--- src/rtl/mss_ccc_sup_pkg.sv ---
// ---------------------------------------------------------------------------
// mss_ccc_sup_pkg
// Shared definitions for the MSS CCC lock supervisor:
//   - sup_state_e : supervisor FSM state encoding (also exported on STATE)
//   - LOSS_CNT_W  : width of the saturating loss-of-lock counter
//   - clog2       : ceiling log2 used to size the internal counters
// ---------------------------------------------------------------------------
package mss_ccc_sup_pkg;

    localparam int LOSS_CNT_W = 8;

    typedef enum logic [2:0] {
        WAIT_LOCK = 3'd0,
        RELEASE   = 3'd1,
        RUN       = 3'd2,
        FAULT     = 3'd3
    } sup_state_e;

    // Smallest r with 2**r >= value; clog2(1) is 0.
    function automatic int clog2(input int value);
        int r;
        r = 0;
        while ((1 << r) < value) begin
            r = r + 1;
        end
        return r;
    endfunction

endpackage

--- src/rtl/mss_ccc_lock_filter.sv ---
// ---------------------------------------------------------------------------
// mss_ccc_lock_filter
// One lock channel: a 2-FF synchroniser for the asynchronous PLL lock,
// followed by a saturating debounce counter. The registered status rises
// once the synchronised lock has been high (and the channel enabled) for
// STABLE_CYCLES consecutive cycles. It drops one cycle after the
// synchronised lock goes low, with no filtering on the falling side.
//
// Ports:
//   clk_i     supervisor clock
//   reset_i   synchronous active-high reset
//   lock_i    asynchronous PLL lock input
//   enable_i  channel enable; when low the counter is held at zero
//   status_o  debounced lock status (registered)
// ---------------------------------------------------------------------------
module mss_ccc_lock_filter
    import mss_ccc_sup_pkg::*;
#(
    parameter int STABLE_CYCLES = 1024
) (
    input  logic clk_i,
    input  logic reset_i,
    input  logic lock_i,
    input  logic enable_i,
    output logic status_o
);

    localparam int CNT_W = clog2(STABLE_CYCLES + 1);
    localparam logic [CNT_W-1:0] CNT_MAX = CNT_W'(STABLE_CYCLES);

    logic             sync1_q;
    logic             sync2_q;
    logic [CNT_W-1:0] cnt_q;
    logic [CNT_W-1:0] cnt_d;
    logic             status_q;
    logic             status_d;

    // The status is computed from the next count so that it rises exactly
    // STABLE_CYCLES cycles after the synchronised lock first reads high,
    // and falls on the very next edge once the counter is cleared.
    always_comb begin
        cnt_d = '0;
        if (sync2_q && enable_i) begin
            cnt_d = (cnt_q == CNT_MAX) ? cnt_q : cnt_q + CNT_W'(1);
        end
        status_d = (cnt_d == CNT_MAX);
    end

    always_ff @(posedge clk_i) begin
        if (reset_i) begin
            sync1_q  <= 1'b0;
            sync2_q  <= 1'b0;
            cnt_q    <= '0;
            status_q <= 1'b0;
        end else begin
            sync1_q  <= lock_i;
            sync2_q  <= sync1_q;
            cnt_q    <= cnt_d;
            status_q <= status_d;
        end
    end

    assign status_o = status_q;

endmodule

--- src/rtl/mss_ccc_lock_supervisor.sv ---
// ---------------------------------------------------------------------------
// mss_ccc_lock_supervisor
// Watches N_CH PLL lock inputs, releases the per-domain resets one slot at a
// time (GAP_CYCLES apart, ascending index) once every enabled channel has a
// stable lock, and drops back to full reset on any loss of lock while
// releasing or running. Lost channels are latched in LOST_LOCK and every
// fault entry bumps a saturating LOSS_COUNT.
//
// Ports:
//   CLK          supervisor clock
//   RESET        synchronous active-high reset
//   LOCK_IN      asynchronous PLL lock inputs, one per channel
//   CH_ENABLE    channels taking part in the sequence
//   CLR_FAULT    single-cycle pulse: clears LOST_LOCK, leaves FAULT when
//                AUTO_RESTART is 0
//   RST_OUT      per-domain reset, active-high
//   ALL_LOCKED   high only while in RUN
//   LOCK_STATUS  debounced lock per channel
//   LOST_LOCK    sticky loss-of-lock flags
//   LOSS_COUNT   saturating count of fault entries
//   STATE        FSM state for debug
// ---------------------------------------------------------------------------
module mss_ccc_lock_supervisor
    import mss_ccc_sup_pkg::*;
#(
    parameter int N_CH          = 3,
    parameter int STABLE_CYCLES = 1024,
    parameter int GAP_CYCLES    = 16,
    parameter bit AUTO_RESTART  = 1'b1
) (
    input  logic                  CLK,
    input  logic                  RESET,
    input  logic [N_CH-1:0]       LOCK_IN,
    input  logic [N_CH-1:0]       CH_ENABLE,
    input  logic                  CLR_FAULT,
    output logic [N_CH-1:0]       RST_OUT,
    output logic                  ALL_LOCKED,
    output logic [N_CH-1:0]       LOCK_STATUS,
    output logic [N_CH-1:0]       LOST_LOCK,
    output logic [LOSS_CNT_W-1:0] LOSS_COUNT,
    output logic [2:0]            STATE
);

    // A one-cycle gap still needs a one-bit counter that simply stays at 0.
    localparam int GAP_W  = (clog2(GAP_CYCLES) < 1) ? 1 : clog2(GAP_CYCLES);
    localparam int SLOT_W = clog2(N_CH + 1);
    localparam logic [GAP_W-1:0]  LAST_GAP  = GAP_W'(GAP_CYCLES - 1);
    localparam logic [SLOT_W-1:0] LAST_SLOT = SLOT_W'(N_CH);

    sup_state_e            state_q;
    sup_state_e            state_d;
    logic [GAP_W-1:0]      gap_q;
    logic [GAP_W-1:0]      gap_d;
    logic [SLOT_W-1:0]     slot_q;
    logic [SLOT_W-1:0]     slot_d;
    logic [N_CH-1:0]       rel_q;
    logic [N_CH-1:0]       rel_d;
    logic [N_CH-1:0]       rst_q;
    logic [N_CH-1:0]       lost_q;
    logic [N_CH-1:0]       lost_d;
    logic [LOSS_CNT_W-1:0] loss_q;
    logic [LOSS_CNT_W-1:0] loss_d;
    logic [N_CH-1:0]       status_prev_q;
    logic [N_CH-1:0]       lock_status;
    logic [N_CH-1:0]       drop;
    logic                  fault_hit;
    logic                  all_ready;

    for (genvar ch = 0; ch < N_CH; ch++) begin : g_filter
        mss_ccc_lock_filter #(
            .STABLE_CYCLES(STABLE_CYCLES)
        ) u_filter (
            .clk_i   (CLK),
            .reset_i (RESET),
            .lock_i  (LOCK_IN[ch]),
            .enable_i(CH_ENABLE[ch]),
            .status_o(lock_status[ch])
        );
    end

    // A fault is a falling edge of the debounced status on a channel that is
    // still enabled. A channel that is disabled loses its status too, but its
    // enable is already low on that cycle, so it never counts as a loss.
    assign drop      = status_prev_q & ~lock_status & CH_ENABLE;
    assign fault_hit = ((state_q == RELEASE) || (state_q == RUN)) && (|drop);
    assign all_ready = (|CH_ENABLE) && ((lock_status & CH_ENABLE) == CH_ENABLE);

    // Next-state logic. rel_d is the set of domains currently let out of
    // reset; masking it with CH_ENABLE every cycle means a disabled domain
    // goes back into reset and stays there until the next release pass.
    always_comb begin
        state_d = state_q;
        gap_d   = gap_q;
        slot_d  = slot_q;
        rel_d   = rel_q & CH_ENABLE;
        lost_d  = CLR_FAULT ? '0 : lost_q;
        loss_d  = loss_q;

        case (state_q)
            WAIT_LOCK: begin
                rel_d  = '0;
                gap_d  = '0;
                slot_d = '0;
                if (all_ready) begin
                    state_d  = RELEASE;
                    rel_d[0] = CH_ENABLE[0];
                end
            end
            RELEASE: begin
                if (gap_q == LAST_GAP) begin
                    gap_d  = '0;
                    slot_d = slot_q + SLOT_W'(1);
                    if (slot_d == LAST_SLOT) begin
                        state_d = RUN;
                    end else begin
                        for (int k = 0; k < N_CH; k++) begin
                            if (slot_d == SLOT_W'(k)) begin
                                rel_d[k] = CH_ENABLE[k];
                            end
                        end
                    end
                end else begin
                    gap_d = gap_q + GAP_W'(1);
                end
            end
            RUN: begin
                state_d = RUN;
            end
            FAULT: begin
                rel_d = '0;
                if (AUTO_RESTART || CLR_FAULT) begin
                    state_d = WAIT_LOCK;
                end
            end
            default: begin
                state_d = WAIT_LOCK;
                rel_d   = '0;
            end
        endcase

        // A loss overrides everything: full reset, and the set of a lost
        // bit wins over a CLR_FAULT arriving on the same cycle.
        if (fault_hit) begin
            state_d = FAULT;
            rel_d   = '0;
            lost_d  = lost_d | drop;
            if (loss_q != '1) begin
                loss_d = loss_q + LOSS_CNT_W'(1);
            end
        end
    end

    // All supervisor state, including the registered reset outputs.
    always_ff @(posedge CLK) begin
        if (RESET) begin
            state_q       <= WAIT_LOCK;
            gap_q         <= '0;
            slot_q        <= '0;
            rel_q         <= '0;
            rst_q         <= '1;
            lost_q        <= '0;
            loss_q        <= '0;
            status_prev_q <= '0;
        end else begin
            state_q       <= state_d;
            gap_q         <= gap_d;
            slot_q        <= slot_d;
            rel_q         <= rel_d;
            rst_q         <= ~rel_d;
            lost_q        <= lost_d;
            loss_q        <= loss_d;
            status_prev_q <= lock_status;
        end
    end

    assign RST_OUT     = rst_q;
    assign ALL_LOCKED  = (state_q == RUN);
    assign LOCK_STATUS = lock_status;
    assign LOST_LOCK   = lost_q;
    assign LOSS_COUNT  = loss_q;
    assign STATE       = state_q;

endmodule

--- config.mk ---
export PLATFORM = sky130hd
export DESIGN_NAME = mss_ccc_lock_supervisor
export DESIGN_NICKNAME = d
export VERILOG_FILES = /design/src/rtl/mss_ccc_sup_pkg.sv /design/src/rtl/mss_ccc_lock_filter.sv /design/src/rtl/mss_ccc_lock_supervisor.sv
export SDC_FILE = /design/constraint.sdc
export NUM_CORES = 1
export LEC_CHECK = 0
export BUFFER_PORTS_ARGS = -buffer_cell sky130_fd_sc_hd__buf_2
export CELL_PAD_IN_SITES_DETAIL_PLACEMENT = 2
export CELL_PAD_IN_SITES_GLOBAL_PLACEMENT = 2
export CORE_UTILIZATION = 39
export CTS_CLUSTER_SIZE = 25
export DETAILED_ROUTE_END_ITERATION = 10
export PLACE_DENSITY_LB_ADDON = 0.1
export SLEW_MARGIN = 20
export SYNTH_ARGS = -nofsm -noshare
export SYNTH_HDL_FRONTEND = slang
export SYNTH_SLANG_ARGS = --single-unit
--- constraint.sdc ---
create_clock -name CLK -period 3.3 [get_ports CLK]
set_clock_uncertainty 0.05 [all_clocks]
set_input_delay 0.66 -clock CLK [delete_from_list [all_inputs] [get_ports CLK]]
set_output_delay 0.66 -clock CLK [all_outputs]
set_load 0.03 [all_outputs]
==> After elaboration in Yosys (flattened, before gate mapping) <==
Cells that the tools add are included.
{ "op_classes": {"add_sub_neg": 6, "eq_ne": 20, "n_mux": 25, "bitwise": 7, "reduce_logical": 16} }
{ "ops": {"columns": ["op", "count"], "rows": [
  ["$eq A11 B11 Y1 const B", 6],
  ["$mux W11", 6],
  ["$add A11 B1 Y11 const B", 3],
  ["$mux W3", 8],
  ["$pmux W3 S3", 2],
  ["$and A3 B3 Y3", 4],
  ["$add A8 B1 Y8 const B", 1],
  ["$ne A8 B8 Y1 const B", 1],
  ["$pmux W4 S2", 1],
  ["$ne A3 B2 Y1 const B", 2],
  ["$not A3 Y3", 2],
  ["$reduce_and A3 Y1", 2],
  ["$reduce_or A3 Y1", 2],
  ["$logic_and A1 B1 Y1", 5],
  ["$add A4 B1 Y4 const B", 1],
  ["$eq A2 B2 Y1 const B", 2],
  ["$eq A4 B4 Y1 const B", 1],
  ["$mux W1", 4],
  ["$mux W2", 2],
  ["$mux W4", 1],
  ["$ne A2 B1 Y1 const B", 2],
  ["$pmux W2 S2", 1],
  ["$reduce_and A2 Y1", 2],
  ["$eq A3 B1 Y1 const B", 1],
  ["12 further kinds", 12]
]} }
{ "totals": {"regBits": 71, "input_bits": 9, "out_inout_bits": 21, "word_cells": 95} }

==> Logic depth before layout (Yosys ltp) <==
Gate-level depths: netlist of run 1.
{ "logic_depth": {"depth_word": 8, "mapped_depth": 8, "ltp_nobuf": 7} }

==> By module <==
From an unflattened synthesis of run 1, not the netlist that was laid out.
{ "unflattened": {"hier_cells": 404, "area_unflattened_um2": 3609.7} }
{ "modules_own_cells": {"columns": ["mod", "instances", "cells_per_inst", "area_each_um2", "seq_area_each_um2"], "rows": [
  ["mss_ccc_lock_filter", 3, 81, 737.0, 280.3],
  ["mss_ccc_lock_supervisor", 1, 161, 1398.8, 560.5]
]} }

==> Least setup slack after synthesis of run 1 <==
OpenSTA, ideal clock, no wires.
{ "synth_timing": {"path_type": "register to register", "from": "register state_q[0], in the netlist STATE[0]", "to": "register loss_q[7], in the netlist LOSS_COUNT[7]", "setup_time_ps": 128, "arrival_time_ps": 2053, "required_ps": 3122, "slack_ps": 1069, "stages_incl_launch_ff": 9, "path_buffers": 1, "synth_period_minus_slack_ps": 2231, "cell_sequence": "dfxtp_1 inv_1 ha_1 nand4b_1 a32o_1 clkbuf_1 nor4_1 xnor2_1 nor2_1"} }
{ "synth_via": {"elab_chain_len": 4, "word_cells_on_any_way": 5, "cone_classes": "eq/ne: 2; reduce/logical: 3"} }
{ "synth_rtl": {"columns": ["element", "line", "text"], "rows": [
  ["start: declaration", "mss_ccc_lock_supervisor.sv:50", "sup_state_e state_q;"],
  ["start signal: assignment", "mss_ccc_lock_supervisor.sv:165", "state_q <= state_d;"],
  ["$eq A3 B1 Y1 / $eq A3 B2 Y1 (equally long branches)", "mss_ccc_lock_supervisor.sv:85", "assign fault_hit = ((state_q == RELEASE) || (state_q == RUN)) && (|drop);"],
  ["$logic_or A1 B1 Y1 (*)", "mss_ccc_lock_supervisor.sv:85", null],
  ["$logic_and A1 B1 Y1 (*)", "mss_ccc_lock_supervisor.sv:85", null],
  ["$reduce_and A2 Y1 (no line) (*)", null, null],
  ["end signal: assignment", "mss_ccc_lock_supervisor.sv:171", "loss_q <= loss_d;"],
  ["end: declaration", "mss_ccc_lock_supervisor.sv:61", "logic [LOSS_CNT_W-1:0] loss_q;"]
]} }
Every way passes the cells marked *; elsewhere a longest branch is shown, timed or not.
A chain may end at the register's enable or synchronous reset.

==> Worst setup path in the final report of run 1 <==
{ "layout_timing": {"from": "register g_filter[1].u_filter.cnt_q[0]", "to": "register g_filter[1].u_filter.status_q"} }
{ "layout_via": {"elab_chain_len": 4, "word_cells_on_any_way": 5, "cone_classes": "add/sub: 1; eq/ne: 2; mux: 2"} }
{ "layout_rtl": {"columns": ["element", "line", "text"], "rows": [
  ["start: declaration", "mss_ccc_lock_filter.sv:33", "logic [CNT_W-1:0] cnt_q;"],
  ["start signal: assignment", "mss_ccc_lock_filter.sv:58", "cnt_q <= cnt_d;"],
  ["$add A11 B1 Y11 / $eq A11 B11 Y1 (equally long branches)", "mss_ccc_lock_filter.sv:44", "cnt_d = (cnt_q == CNT_MAX) ? cnt_q : cnt_q + CNT_W'(1);"],
  ["$mux W11 (*)", "mss_ccc_lock_filter.sv:44", null],
  ["$mux W11 (*)", "mss_ccc_lock_filter.sv:43", "if (sync2_q && enable_i) begin"],
  ["$eq A11 B11 Y1 (*)", "mss_ccc_lock_filter.sv:46", "status_d = (cnt_d == CNT_MAX);"],
  ["end signal: assignment", "mss_ccc_lock_filter.sv:59", "status_q <= status_d;"],
  ["end: declaration", "mss_ccc_lock_filter.sv:35", "logic status_q;"]
]} }
Marked as above.

==> results.py, run 1 <==
metrics = {
    "critical_path": {
        "max_stage_delay_ns": 0.49,
        "critical-path-top-delay-family": "simple AND/OR/NAND/NOR gates",
        "critPathCaptureType": "flip-flop",
        "cp.depth": 6,
        "r2r_cells": 6,
        "worstPathArrival_ns": 2.51,
        "cpMaxStageDelayCell": "or4_4",
        "cp_max_fo": 7,
        "start_kind": "flip-flop",
        "worst-path-buf-inv": 0,
        "crit_chain": "ha_1 > xor2_1 > or4_4 > a221oi_2 > nand4_1 > a2111oi_2",
        "crit_type": "reg2reg",
        "required_ns": 3.49,
    },
    "route": {
        "viasPerCell": 5.367,
        "drtPass1Iterations": 4,
        "routedWlPerCell_um": 16.19,
        "drc": 0,
        "vias": 2850,
        "drt_iter0_drc": 64,
        "wl_um": 8597,
        "ant_nets": 0,
    },
    "sta": {
        "rsz0062_at_grt": "false",
        "setup_viol": 0,
        "tightest_slew_ns": 0.6224,
        "period_needed_ns": 2.316,
        "fin_crit_sh": 0.7018,
        "worst_slack_ns": 0.9840,
        "slew_viol_final": 0,
        "slew_headroom": 0.5850,
        "hold_violations": 0,
        "setup-tns-final_ns": 0,
        "fmax_ghz": 0.4318,
    },
    "run": {
        "max_cap_violations": 0,
    },
    "grt": {
        "overflow": 0,
        "antenna_found_initial": 0,
        "grt_max_degree": 35,
        "grt.total_usage": 0.2038,
        "grt_pass1_vias": 2985,
        "grt_pass1_wl_um": 14190,
    },
    "floorplan": {
        "rows": 33,
        "dieArea_mm2": 0.009182,
        "start_util": 0.4096,
        "io_pins": 30,
        "die_w_um": 95.83,
        "core-area_mm2": 0.008382,
        "die_height_um": 95.83,
    },
    "place": {
        "placed_area_mm2": 0.003601,
        "dpl.cell_count": 516,
        "gp_congestion": 0.7735,
        "dp_worst_setup_slack_ns": 0.9860,
        "place_hpwl_um": 6241,
        "numPortBuffers": 28,
    },
    "cts": {
        "cts.reportedPaths.clkPinSlew_ns": 0.07,
        "post_cts_resized": 0,
        "cts_tree": "yes",
        "root_buffer": "clkbuf_8",
        "clockBufferDepth": 2,
        "cts.sinks": 70,
        "clk_latency_ns": 0.35,
        "hold_buffers": 0,
        "cts_setup_buffers": 0,
        "h-tree-depth": 3,
        "numCtsBuffers": 9,
    },
    "synthesis": {
        "synth_xor_area_frac": 0.09184,
        "ys_seq_elements": 70,
        "synth_adder_area_share": 0.05831,
        "synth_edf_count": 0,
        "yosysUniqueCellTypes": 50,
        "yosysWarnings": 0,
        "synth_top_family_by_area": "simple AND/OR/NAND/NOR gates",
        "avgSynthCellArea_um2": 8.477,
        "yosys.area_share.simple": 0.2817,
        "async_flop_share": 0,
        "synth_cells": 405,
        "syn_area_mm2": 0.003433,
        "yosys_most_used_dff": "dfxtp_1",
        "yosysSeqAreaShare": 0.4082,
        "synthMuxAreaShare": 0.009111,
        "synth_compound_area_frac": 0.09767,
        "synth_nets": 430,
    },
    "final_layout": {
        "fin_area_mm2": 0.003769,
        "n_antenna_cell": 0,
        "syn2layout_area_growth_pct": 9.767,
        "drive_above_1_share": 0.1150,
        "final_cells": 531,
        "layout.nets": 447,
    },
    "power": {
        "power_switching_share": 0.2298,
        "p_int_mw": 1.179,
        "power_frac_comb": 0.037,
        "power.leakage_nw": 1.427,
        "pwr-share-seq": 0.558,
        "switchingPower_mw": 0.3519,
        "clockPowerShare": 0.405,
        "ir_worst_vdd_mv": 0.1677,
        "pwr_density_cell_mw_per_mm2": 406.3,
    },
    "worst_hold_path": {
        "whs_path_depth": 1,
        "holdCritPathClass": "reg2reg",
    },
    "outcome": {
        "status": "completed",
    },
}
-- cell usage in the layout (no fill, tap or decap), drive strengths merged, types with 17 or more instances in the layout --
cell type / n
nor2: 64
xnor2: 17
xor2: 19
inv: 20
dfxtp: 70
buf: 28
nand3: 23
nand2: 18
a21oi: 20
-- Yosys cell counts (6+ instances only) --
| library cell | instances | area [um2] |
|---|---|---|
| xnor2_1 | 17 | 148.9 |
| a21oi_1 | 20 | 100.1 |
| xor2_1 | 19 | 166.4 |
| nor4b_1 | 6 | 52.55 |
| nor2_1 | 64 | 240.2 |
| nand4_1 | 10 | 62.56 |
| clkbuf_1 | 15 | 56.30 |
| ha_1 | 16 | 200.2 |
| inv_1 | 20 | 75.07 |
| nand2b_1 | 7 | 43.79 |
| nand2_1 | 18 | 67.56 |
| o21ai_0 | 10 | 50.05 |
| dfxtp_1 | 70 | 1401 |
| nand3_1 | 22 | 110.1 |
| nor2b_1 | 16 | 100.1 |
| nor3_1 | 14 | 70.07 |
-- final cells by class --
class	instances	area [um2]
well taps	105	131.4
fillers	978	4613
multi-input cells	293	1853
flip-flops and latches	70	1401
repair buffers	28	140.1
clock inverters	1	5.005
clock buffers	14	162.7
inverters	20	75.07
-- power by group through the flow --
stage | combinational (mW) | sequential [mW] | clock [mW]
after floorplan | 0.0356 | 0.875 | 0
after global placement | 0.0548 | 0.873 | 0
after detailed placement | 0.0571 | 0.874 | 0
after CTS | 0.0584 | 0.854 | 0.640
after global routing | 0.0638 | 0.854 | 0.677
final | 0.0569 | 0.854 | 0.620
-- kinds of logic (layout without fill, tap and decap cells) --
family          Yosys count  count (layout)
other cells               1               1
simple gates            186             186
fa+ha+maj                16              16
flops                    70              70
mux                       3               3
xor+xnor                 36              36
buf+inv                  42              63
compound gates           51              51
-- flip-flops by register name (all words and copies together), names as in the netlist, 3 cells and up --
signal	cells
g_filter.u_filter.cnt_q	33
LOSS_COUNT	8
gap_q	4
LOST_LOCK	3
RST_OUT	3
g_filter.u_filter.status_o	3
g_filter.u_filter.sync1_q	3
g_filter.u_filter.sync2_q	3
rel_q	3
status_prev_q	3
-- through the flow --
stage	utilization	hold slack, ns	power (mW)
2_1_floorplan	-	0.3638	0.9106
3_3_place_gp	0.4296	0.3683	0.9280
3_5_place_dp	0.4296	0.3805	0.9308
4_1_cts	0.4496	0.3942	1.552
5_1_grt	0.4496	0.4170	1.595
6_report	0.4496	0.3930	1.531
-- layer usage --
layer	up-vias	GRT usage	wire, um
li1	1418	-	-
met1	1392	0.2492	4156
met2	28	0.3494	4107
met3	12	0.03633	166
met4	0	0.08955	167
met5	-	0	0
-- final timing paths --
check	start	end	slack, ns
setup / recovery	g_filter[1].u_filter.cnt_q[0]	g_filter[1].u_filter.status_o	0.98
hold / removal	g_filter[1].u_filter.sync1_q	g_filter[1].u_filter.sync2_q	0.39
setup reg to reg	g_filter[1].u_filter.cnt_q[0]	g_filter[1].u_filter.status_o	0.98
hold reg to reg	g_filter[1].u_filter.sync1_q	g_filter[1].u_filter.sync2_q	0.39
No activity file was read; power rests on OpenSTA's default activity.
==> inputs of run 2 (changes only) <==
--- a/config.mk
+++ b/config.mk
@@ -8,7 +8,7 @@
 export BUFFER_PORTS_ARGS = -buffer_cell sky130_fd_sc_hd__buf_2
 export CELL_PAD_IN_SITES_DETAIL_PLACEMENT = 2
 export CELL_PAD_IN_SITES_GLOBAL_PLACEMENT = 2
-export CORE_UTILIZATION = 39
+export CORE_UTILIZATION = 36
 export CTS_CLUSTER_SIZE = 25
 export DETAILED_ROUTE_END_ITERATION = 10
 export PLACE_DENSITY_LB_ADDON = 0.1
==> constraint.sdc (replaced) <==
create_clock -name CLK -period 2.2 [get_ports CLK]
set_clock_uncertainty 0.05 [all_clocks]
set_input_delay 0.44 -clock CLK [delete_from_list [all_inputs] [get_ports CLK]]
set_output_delay 0.44 -clock CLK [all_outputs]
set_load 0.03 [all_outputs]
==> run 2 against run 1 <==
  * Register-to-register slack worse by 0.84 ns
  * Clock power is 47% higher
  * Core utilization is 2.5 points lower
  * Via count is 1.6% higher
  * Non-clock buffer count is 13 higher
  * Sequential cell count stayed put
  * Critical endpoint unchanged
==> results.py, run 2 (synthesis results as in run 1) <==
metrics = {
    "final_layout": {
        "multiInputGateArea_mm2": 0.001893,
        "regArea_mm2": 0.001405,
        "largest_reg_flops": 33,
        "largest_register": "g_filter.u_filter.cnt_q",
        "final_cells": 567,
        "final_cell_mix": "dfxtp_1, nor2_1, buf_2",
        "layout.nets": 460,
        "n_antenna_cell": 0,
        "syn2layout_area_growth_pct": 14.40,
        "final_common_cell": "dfxtp_1",
        "fin_area_mm2": 0.003928,
        "drive_above_1_share": 0.1621,
        "fill_cells": 1056,
    },
    "critical_path": {
        "cpMaxStageDelayCell": "or4_4",
        "required_ns": 2.40,
        "start_kind": "flip-flop",
        "crit_chain": "ha_1 > xor2_1 > or4_4 > a221oi_2 > nand4_1 > a2111oi_4",
        "cp_max_fo": 6,
        "critPathCaptureType": "flip-flop",
        "worstPathArrival_ns": 2.26,
        "max_stage_delay_ns": 0.49,
        "crit_type": "reg2reg",
    },
    "cts": {
        "cts.sinks": 70,
        "clockBufferDepth": 2,
        "numCtsBuffers": 9,
        "cts_setup_buffers": 0,
        "root_buffer": "clkbuf_8",
        "clk_latency_ns": 0.35,
        "cts.reportedPaths.clkPinSlew_ns": 0.07,
        "cts_tree": "yes",
        "h-tree-depth": 3,
    },
    "grt": {
        "overflow": 0,
        "grt_pass1_vias": 3058,
        "antenna_found_initial": 0,
        "grt_max_degree": 14,
        "grt_pass1_wl_um": 15490,
        "grt.total_usage": 0.2001,
    },
    "place": {
        "dpl.cell_count": 553,
        "numPortBuffers": 28,
        "place_hpwl_um": 6759,
        "placed_area_mm2": 0.003731,
        "gp_congestion": 0.8093,
    },
    "floorplan": {
        "die_w_um": 99.66,
        "core-area_mm2": 0.009240,
        "rows": 35,
        "die_height_um": 99.66,
        "start_util": 0.3716,
        "io_pins": 30,
        "dieArea_mm2": 0.009931,
    },
    "run": {
        "max_cap_violations": 0,
    },
    "route": {
        "ant_nets": 0,
        "drc": 0,
        "wl_um": 9214,
        "viasPerCell": 5.108,
        "drt_iter0_drc": 69,
        "vias": 2896,
        "routedWlPerCell_um": 16.25,
        "drtPass1Iterations": 4,
    },
    "power": {
        "power.leakage_nw": 1.497,
        "ir_worst_vdd_mv": 0.2422,
        "pwr_density_cell_mw_per_mm2": 580.8,
    },
    "sta": {
        "period_needed_ns": 2.059,
        "fmax_ghz": 0.4858,
        "hold_violations": 0,
        "rsz0062_at_grt": "true",
        "setup_viol": 0,
        "fin_crit_sh": 0.9357,
        "slew_viol_final": 0,
    },
    "outcome": {
        "status": "completed",
    },
    "worst_hold_path": {
        "holdCritPathClass": "in2reg",
    },
}
## run 2: per-layer routing
layer | vias up | part of all wire | global-route usage
met3 | 16 | 0.022 | 0.03162
met4 | 0 | 0.019 | 0.08371
met1 | 1409 | 0.49 | 0.2666
met2 | 32 | 0.47 | 0.3221
met5 | - | 0 | 0
li1 | 1439 | - | -
## run 2: metrics by stage
step	utilization	TNS, ns	setup slack, ns	power [mW]	hold slack (ns)
2_1_floorplan	-	0	0.06952	1.366	0.3638
3_3_place_gp	0.4038	0	0.1676	1.398	0.3674
3_5_place_dp	0.4038	0	0.03636	1.402	0.3793
4_1_cts	0.4206	0	0.004371	2.309	0.2492
5_1_grt	0.4251	-0.01906	-0.01906	2.367	0.2730
6_report	0.4251	0	0.1414	2.281	0.2556
## run 2: cell type report
cell class,instances,share of cell area
multi-input cells,293,0.4820
flip-flops and latches,70,0.3578
repair buffers,41,0.06053
well taps,129,0.04110
clock buffers,12,0.03695
inverters,20,0.01911
clock inverters,2,0.002549
## run 2: final timing paths
check,from,end,slack (ns),cells past startpoint
setup / recovery,g_filter[1].u_filter.cnt_q[1],g_filter[1].u_filter.status_o,0.14,6
hold / removal,LOCK_IN[1],g_filter[1].u_filter.sync1_q,0.26,2
setup reg to reg,g_filter[1].u_filter.cnt_q[1],g_filter[1].u_filter.status_o,0.14,6
hold reg to reg,g_filter[2].u_filter.sync1_q,g_filter[2].u_filter.sync2_q,0.39,1
## run 2: report_power, final
group          switching (mW)  total, mW  leakage (nW)  internal [mW]
logic                  0.0583     0.0908         0.848         0.0325
registers             0.00593       1.28         0.567           1.28
clock network           0.484      0.909        0.0821          0.425
total                   0.548       2.28          1.50           1.73
## run 2: worst max-delay path: cells and delay by family, from the launching register on
family                   cells  cell delay, ns
flip-flops                   1            0.35
AND/OR/NAND/NOR              2            0.67
adder cells (fa/ha/maj)      1            0.22
XOR/XNOR                     1            0.15
AO/OA/AOI/OAI                2            0.54
## run 2: repair_timing
item,4_1_cts,5_1_grt
hold buffers,0,0
resized for setup,0,8
setup endpoints to repair,0,3
